==> src/rtl/ms_arbiter.sv <==
// ms_arbiter: two-requester arbiter in front of a shared MultShift unit, with in-order result routing via a tag FIFO.
// Build option: define ARB_FIXED_PRIO_EN for fixed priority (requester 0 wins); default is round-robin.
`default_nettype none

package ms_arbiter_pkg;
  localparam int c_DATA_W = 16;

  typedef logic [3:0] opcode_ms_t;

  typedef struct packed {
    logic                v;
    logic                r;
    logic [c_DATA_W-1:0] d;
  } FTk_t;

  typedef struct packed {
    logic n;
    logic t;
    logic v;
    logic c;
  } BTk_t;
endpackage

module ms_arbiter
  import ms_arbiter_pkg::*;
#(
  parameter int DEPTH_TAG = 4
) (
  input  logic       clock,
  input  logic       reset,
  input  logic       I_Active,
  input  opcode_ms_t I_Opcode0,
  input  opcode_ms_t I_Opcode1,
  input  FTk_t       I_FTkA0,
  input  FTk_t       I_FTkB0,
  input  FTk_t       I_FTkA1,
  input  FTk_t       I_FTkB1,
  output BTk_t       O_BTk0,
  output BTk_t       O_BTk1,
  output FTk_t       O_Result0,
  output FTk_t       O_Result1,
  input  BTk_t       I_BTk0,
  input  BTk_t       I_BTk1,
  output opcode_ms_t O_MS_Opcode,
  output FTk_t       O_MS_OperandA,
  output FTk_t       O_MS_OperandB,
  output logic       O_MS_EnSrc,
  input  BTk_t       I_MS_BTk,
  input  FTk_t       I_MS_Result,
  output BTk_t       O_MS_BTk,
  output logic [1:0] O_State,
  output logic       O_Err
);

  localparam int           c_PW    = (DEPTH_TAG > 1) ? $clog2(DEPTH_TAG) : 1;
  localparam logic [c_PW:0] c_FULL = (c_PW+1)'(DEPTH_TAG);

  localparam logic [1:0] c_IDLE  = 2'd0;
  localparam logic [1:0] c_RUN   = 2'd1;
  localparam logic [1:0] c_DRAIN = 2'd2;

  logic [1:0]           r_state;
  logic [1:0]           w_state_nxt;
  logic                 w_run;

  logic [DEPTH_TAG-1:0] r_tag;
  logic [c_PW-1:0]      r_wptr;
  logic [c_PW-1:0]      r_rptr;
  logic [c_PW:0]        r_count;
  logic [c_PW:0]        w_count_nxt;

  logic                 w_pend0;
  logic                 w_pend1;
  logic                 w_gnt;
  logic                 w_gnt_id;
  logic                 w_empty;
  logic                 w_full;
  logic                 w_head;
  logic                 w_stall;
  logic                 w_pop;
  logic                 w_rel;
  logic                 w_orphan;
  logic                 w_nack0;
  logic                 w_nack1;

  opcode_ms_t           r_ms_op;
  FTk_t                 r_ms_a;
  FTk_t                 r_ms_b;
  logic                 r_ms_en;
  FTk_t                 r_res0;
  FTk_t                 r_res1;
  logic                 r_err;

  assign w_pend0 = I_FTkA0.v & I_FTkB0.v;
  assign w_pend1 = I_FTkA1.v & I_FTkB1.v;

  assign w_empty = (r_count == '0);
  assign w_full  = (r_count == c_FULL);
  assign w_head  = r_tag[r_rptr];

  // A consumer that is not ready blocks the head of the in-order stream.
  assign w_stall  = ~w_empty & (w_head ? I_BTk1.n : I_BTk0.n);
  assign w_pop    = I_MS_Result.v & ~w_empty & ~w_stall;
  assign w_rel    = I_MS_Result.r & ~I_MS_Result.v & ~w_empty & ~w_stall;
  assign w_orphan = I_MS_Result.v & w_empty;

  assign w_gnt = w_run & I_Active & (w_pend0 | w_pend1) & ~I_MS_BTk.n
               & (~w_full | w_pop);

`ifdef ARB_FIXED_PRIO_EN
  assign w_gnt_id = ~w_pend0;
`else
  logic r_rr_ptr;

  assign w_gnt_id = (w_pend0 & w_pend1) ? r_rr_ptr : w_pend1;

  always_ff @(posedge clock or negedge reset) begin
    if (!reset) begin
      r_rr_ptr <= 1'b0;
    end else if (w_gnt) begin
      r_rr_ptr <= ~w_gnt_id;
    end
  end
`endif

  assign w_count_nxt = r_count + (c_PW+1)'(w_gnt) - (c_PW+1)'(w_pop);

  // FSM: state register
  always_ff @(posedge clock or negedge reset) begin
    if (!reset) begin
      r_state <= c_IDLE;
    end else begin
      r_state <= w_state_nxt;
    end
  end

  // FSM: next state
  always_comb begin
    w_state_nxt = r_state;
    case (r_state)
      c_IDLE: begin
        if (I_Active) w_state_nxt = c_RUN;
      end
      c_RUN: begin
        if (!I_Active) w_state_nxt = (w_count_nxt == '0) ? c_IDLE : c_DRAIN;
      end
      c_DRAIN: begin
        if (I_Active)                w_state_nxt = c_RUN;
        else if (w_count_nxt == '0)  w_state_nxt = c_IDLE;
      end
      default: w_state_nxt = c_IDLE;
    endcase
  end

  // FSM: outputs
  always_comb begin
    w_run   = (r_state == c_RUN);
    O_State = r_state;
  end

  always_ff @(posedge clock or negedge reset) begin
    if (!reset) begin
      r_tag   <= '0;
      r_wptr  <= '0;
      r_rptr  <= '0;
      r_count <= '0;
    end else begin
      if (w_gnt) begin
        r_tag[r_wptr] <= w_gnt_id;
        r_wptr        <= r_wptr + c_PW'(1);
      end
      if (w_pop) begin
        r_rptr <= r_rptr + c_PW'(1);
      end
      r_count <= w_count_nxt;
    end
  end

  always_ff @(posedge clock or negedge reset) begin
    if (!reset) begin
      r_ms_en <= 1'b0;
      r_ms_op <= '0;
      r_ms_a  <= '0;
      r_ms_b  <= '0;
    end else if (w_gnt) begin
      r_ms_en <= 1'b1;
      r_ms_op <= w_gnt_id ? I_Opcode1 : I_Opcode0;
      r_ms_a  <= w_gnt_id ? I_FTkA1   : I_FTkA0;
      r_ms_b  <= w_gnt_id ? I_FTkB1   : I_FTkB0;
    end else begin
      r_ms_en <= 1'b0;
      r_ms_op <= '0;
      r_ms_a  <= '0;
      r_ms_b  <= '0;
    end
  end

  // A stalled destination keeps its registered result; everything else is a one-cycle pulse.
  always_ff @(posedge clock or negedge reset) begin
    if (!reset) begin
      r_res0 <= '0;
      r_res1 <= '0;
      r_err  <= 1'b0;
    end else begin
      if (!(w_stall && !w_head)) begin
        r_res0 <= ((w_pop | w_rel) && !w_head) ? I_MS_Result : '0;
      end
      if (!(w_stall && w_head)) begin
        r_res1 <= ((w_pop | w_rel) && w_head) ? I_MS_Result : '0;
      end
      if (w_orphan) begin
        r_err <= 1'b1;
      end
    end
  end

  assign w_nack0 = reset & w_pend0 & ~(w_gnt & ~w_gnt_id);
  assign w_nack1 = reset & w_pend1 & ~(w_gnt &  w_gnt_id);

  assign O_BTk0        = BTk_t'({w_nack0, 3'b000});
  assign O_BTk1        = BTk_t'({w_nack1, 3'b000});
  assign O_MS_BTk      = BTk_t'({reset & w_stall, 3'b000});
  assign O_MS_EnSrc    = r_ms_en;
  assign O_MS_Opcode   = r_ms_op;
  assign O_MS_OperandA = r_ms_a;
  assign O_MS_OperandB = r_ms_b;
  assign O_Result0     = r_res0;
  assign O_Result1     = r_res1;
  assign O_Err         = r_err;

endmodule

`default_nettype wire

==> config.mk <==
export PLATFORM = sky130hd
export DESIGN_NAME = ms_arbiter
export DESIGN_NICKNAME = d
export VERILOG_FILES = /design/src/rtl/ms_arbiter.sv
export SDC_FILE = /design/constraint.sdc
export NUM_CORES = 1
export LEC_CHECK = 0
export BUFFER_PORTS_ARGS = -buffer_cell sky130_fd_sc_hd__buf_4
export CAP_MARGIN = 25
export CORE_MARGIN = 2
export CORE_UTILIZATION = 45
export CTS_CLUSTER_SIZE = 28
export DETAILED_ROUTE_END_ITERATION = 8
export PLACE_DENSITY = 0.89
export SYNTH_ARGS = -nofsm -noshare
export SYNTH_HDL_FRONTEND = slang
export SYNTH_SLANG_ARGS = --single-unit
==> constraint.sdc <==
create_clock -name clock -period 3.7 [get_ports clock]
set_clock_uncertainty 0.15 [all_clocks]
set_input_delay 0.555 -clock clock [delete_from_list [all_inputs] [get_ports clock]]
set_output_delay 0.555 -clock clock [all_outputs]
set_load 0.05 [all_outputs]
==> impl_metrics.env <==
export IMPL_outcome="finished, final reports clean"
export IMPL_worstPathMaxFanout=7
export IMPL_die_area_um2=9620
export IMPL_cts_tree="built"
export IMPL_die_height_um=98.1
export IMPL_leakagePower_uw=0.00293
export IMPL_num_vias=3203
export IMPL_gp_congestion=0.788
export IMPL_synth_edf_count=0
export IMPL_maxCapViolCount=0
export IMPL_place_ws_ps=384
export IMPL_cts_htree_levels=3
export IMPL_fin_crit_ps=3320
export IMPL_dp_hpwl_mm=7.23
export IMPL_antennaDiodeCount=0
export IMPL_syn_inst=346
export IMPL_postSynth_asyncResetShare_pct=100
export IMPL_yosysWarnings=0
export IMPL_ys_seq_area_share_pct=57.8
export IMPL_synth_cell_types=36
export IMPL_ctsHoldBuffers=0
export IMPL_cts_resized=0
export IMPL_grt_use_total_pct=20.6
export IMPL_syn_area_um2=3980
export IMPL_cp_required_ps=3820
export IMPL_design_core_area_um2=8640
export IMPL_dr_pass1_iters=4
export IMPL_hp_class="input pin to async pin"
export IMPL_n_fill_cell=647
export IMPL_totalPowerFinal_uw=3180
export IMPL_worst_slew_pin_slew_ps=1060
export IMPL_end_kind="flop"
export IMPL_avgViaCountPerCell=5.00
export IMPL_cts_path_max_buffers=2
export IMPL_nets=648
export IMPL_clkSinkCount=92
export IMPL_synthFlopType="dfrtp_1"
export IMPL_clkTransAtPathRegs_ps=90
export IMPL_design_area_um2=5600
export IMPL_die_w_um=98.1
export IMPL_overflow=0
export IMPL_rows=34
export IMPL_fin_setup_tns_ps=0
export IMPL_ir_worst_vdd_v=0.000227
export IMPL_placed_cell_area_um2=5390
export IMPL_fmax_ghz=0.301
export IMPL_area_growth_syn_to_layout_pct=40.5
export IMPL_drive_gt1_share_pct=48.0
export IMPL_max_slew_margin_pct=28.9
export IMPL_cp_data_arrival_time_ps=3440
export IMPL_cts_root_buf="clkbuf_8"
export IMPL_routedWlPerCell_um=15.4
export IMPL_rsz0062_at_grt="no"
export IMPL_layout_common_cells="buf_4 (192), dfrtp_1 (92), nand2_1 (80), a21oi_2 (37), a22o_1 (33)"
export IMPL_crit_path_start="r_rptr[0]$_DFFE_PN0N_"
export IMPL_grt_pass1_wl_mm=15.9
export IMPL_reg2reg_from="r_rptr[0]$_DFFE_PN0N_"
export IMPL_synth_area_per_cell_um2=11.5
export IMPL_layout_setup_ws_ps=376
export IMPL_grt_antenna_before_repair=0
export IMPL_synth_seq_cells=92
export IMPL_hold_violations=0
export IMPL_clkLatencyLatePin_ps=350
export IMPL_finalSetupViolCount=0
export IMPL_first_global_vias=3261
export IMPL_powerDensity_nw_per_um2=568
export IMPL_slew_violations=0
export IMPL_start_kind="flop"
export IMPL_final_common_cell="buf_4"
export IMPL_min_period_over_period_pct=89.8
export IMPL_drt_wl_total_mm=9.84
export IMPL_post_route_drc_count=0
export IMPL_cts_buffers=9
export IMPL_antenna_left=0
export IMPL_grt_max_degree=60
export IMPL_ios=205
export IMPL_initial_core_util_pct=46.1
export IMPL_crit_type="flop to flop"
export IMPL_place_port_buffers=186
export IMPL_r2r_slack_ps=380
export IMPL_cts_setup_buffers=0
export IMPL_dr_first_iter_drc_count=89
## power breakdown
group	switching, µW	total, µW	internal [µW]	leakage (µW)
clock	347	681	334	0.0000999
sequential	115	1280	1170	0.00123
combinational	787	1210	423	0.00160
## cell usage after synthesis (4+ instances only)
| cell | number | area share [%] |
|---|---|---|
| nand2_1 | 80 | 7.5 |
| dfrtp_1 | 92 | 58 |
| nor2_1 | 6 | 0.57 |
| buf_6 | 5 | 1.4 |
| inv_1 | 9 | 0.85 |
| buf_4 | 12 | 2.3 |
| a21oi_1 | 10 | 1.3 |
| a22o_1 | 33 | 7.3 |
| clkbuf_1 | 9 | 0.85 |
| a21oi_2 | 37 | 8.1 |
| nand3_1 | 6 | 0.75 |
| mux2_2 | 4 | 1.1 |
| ha_1 | 6 | 1.9 |
## worst paths after layout
check,end,cells past startpoint
max in group asynchronous,O_MS_OperandB[17]$_DFF_PN0_,2
setup / recovery,O_State[1]$_DFFE_PN0P_,11
setup reg to reg,O_State[1]$_DFFE_PN0P_,11
min in group clock,O_State[1]$_DFFE_PN0P_,2
hold reg to reg,O_Err$_DFFE_PN0P_,1
hold / removal,r_count[1]$_DFF_PN0_,1
## sequential cells by signal, summed over array words and instances (netlist names)
register       flops
O_MS_OperandA     18
O_MS_OperandB     18
O_Result0         18
O_Result1         18
O_MS_Opcode        4
r_tag              4
r_count            3
O_State            2
r_rptr             2
r_wptr             2
O_Err              1
O_MS_EnSrc         1
r_rr_ptr           1
## per-stage QoR
step	util, %	hold slack [ps]	std cells
2_1_floorplan	-	109	354
6_report	64.8	1.79	641
3_3_place_gp	62.4	297	624
4_1_cts	64.8	0.491	641
5_1_grt	64.8	34.6	641
3_5_place_dp	62.5	308	625
## worst max-delay path, cell delays in order, from the launching register on
cell,delay [ps]
dfrtp_1,410
mux4_2,590
mux2_4,370
a21o_2,240
ha_1,290
inv_1,40
ha_1,200
fa_1,380
xor2_1,160
xnor2_1,190
nor3_1,70
nor3_1,170
## area by class of cell
type | instances | area (µm²) | share of cell area, %
Clock buffer | 11 | 141 | 2.53
Clock inverter | 5 | 60.1 | 1.07
Inverter | 10 | 42.5 | 0.760
Multi-Input combinational cell | 223 | 1470 | 26.3
Sequential cell | 92 | 2300 | 41.1
Tap cell | 108 | 135 | 2.42
Timing Repair Buffer | 192 | 1440 | 25.8
## routing by layer
| layer | wire length (µm) | part of all wire, % | GRT usage [%] | up-vias |
|---|---|---|---|---|
| met3 | 828 | 8.4 | 6.23 | 18 |
| met1 | 4060 | 41 | 26.1 | 1512 |
| met2 | 4730 | 48 | 33.5 | 156 |
| met5 | 0 | 0 | 0 | - |
| li1 | - | - | - | 1517 |
| met4 | 227 | 2.3 | 8.01 | 0 |
## cell families after synthesis
family | after synthesis | synth area share [%]
AOI/OAI and AO/OA | 86 | 17.9
xor gates and xnor gates | 6 | 1.32
adders and majority gates | 7 | 2.39
buffers and inverters | 39 | 5.97
DFF | 92 | 57.8
muxes | 10 | 3.14
other | 1 | 0.0942
and+or+nand+nor | 105 | 11.4
Power figures use the tool's default switching activity.
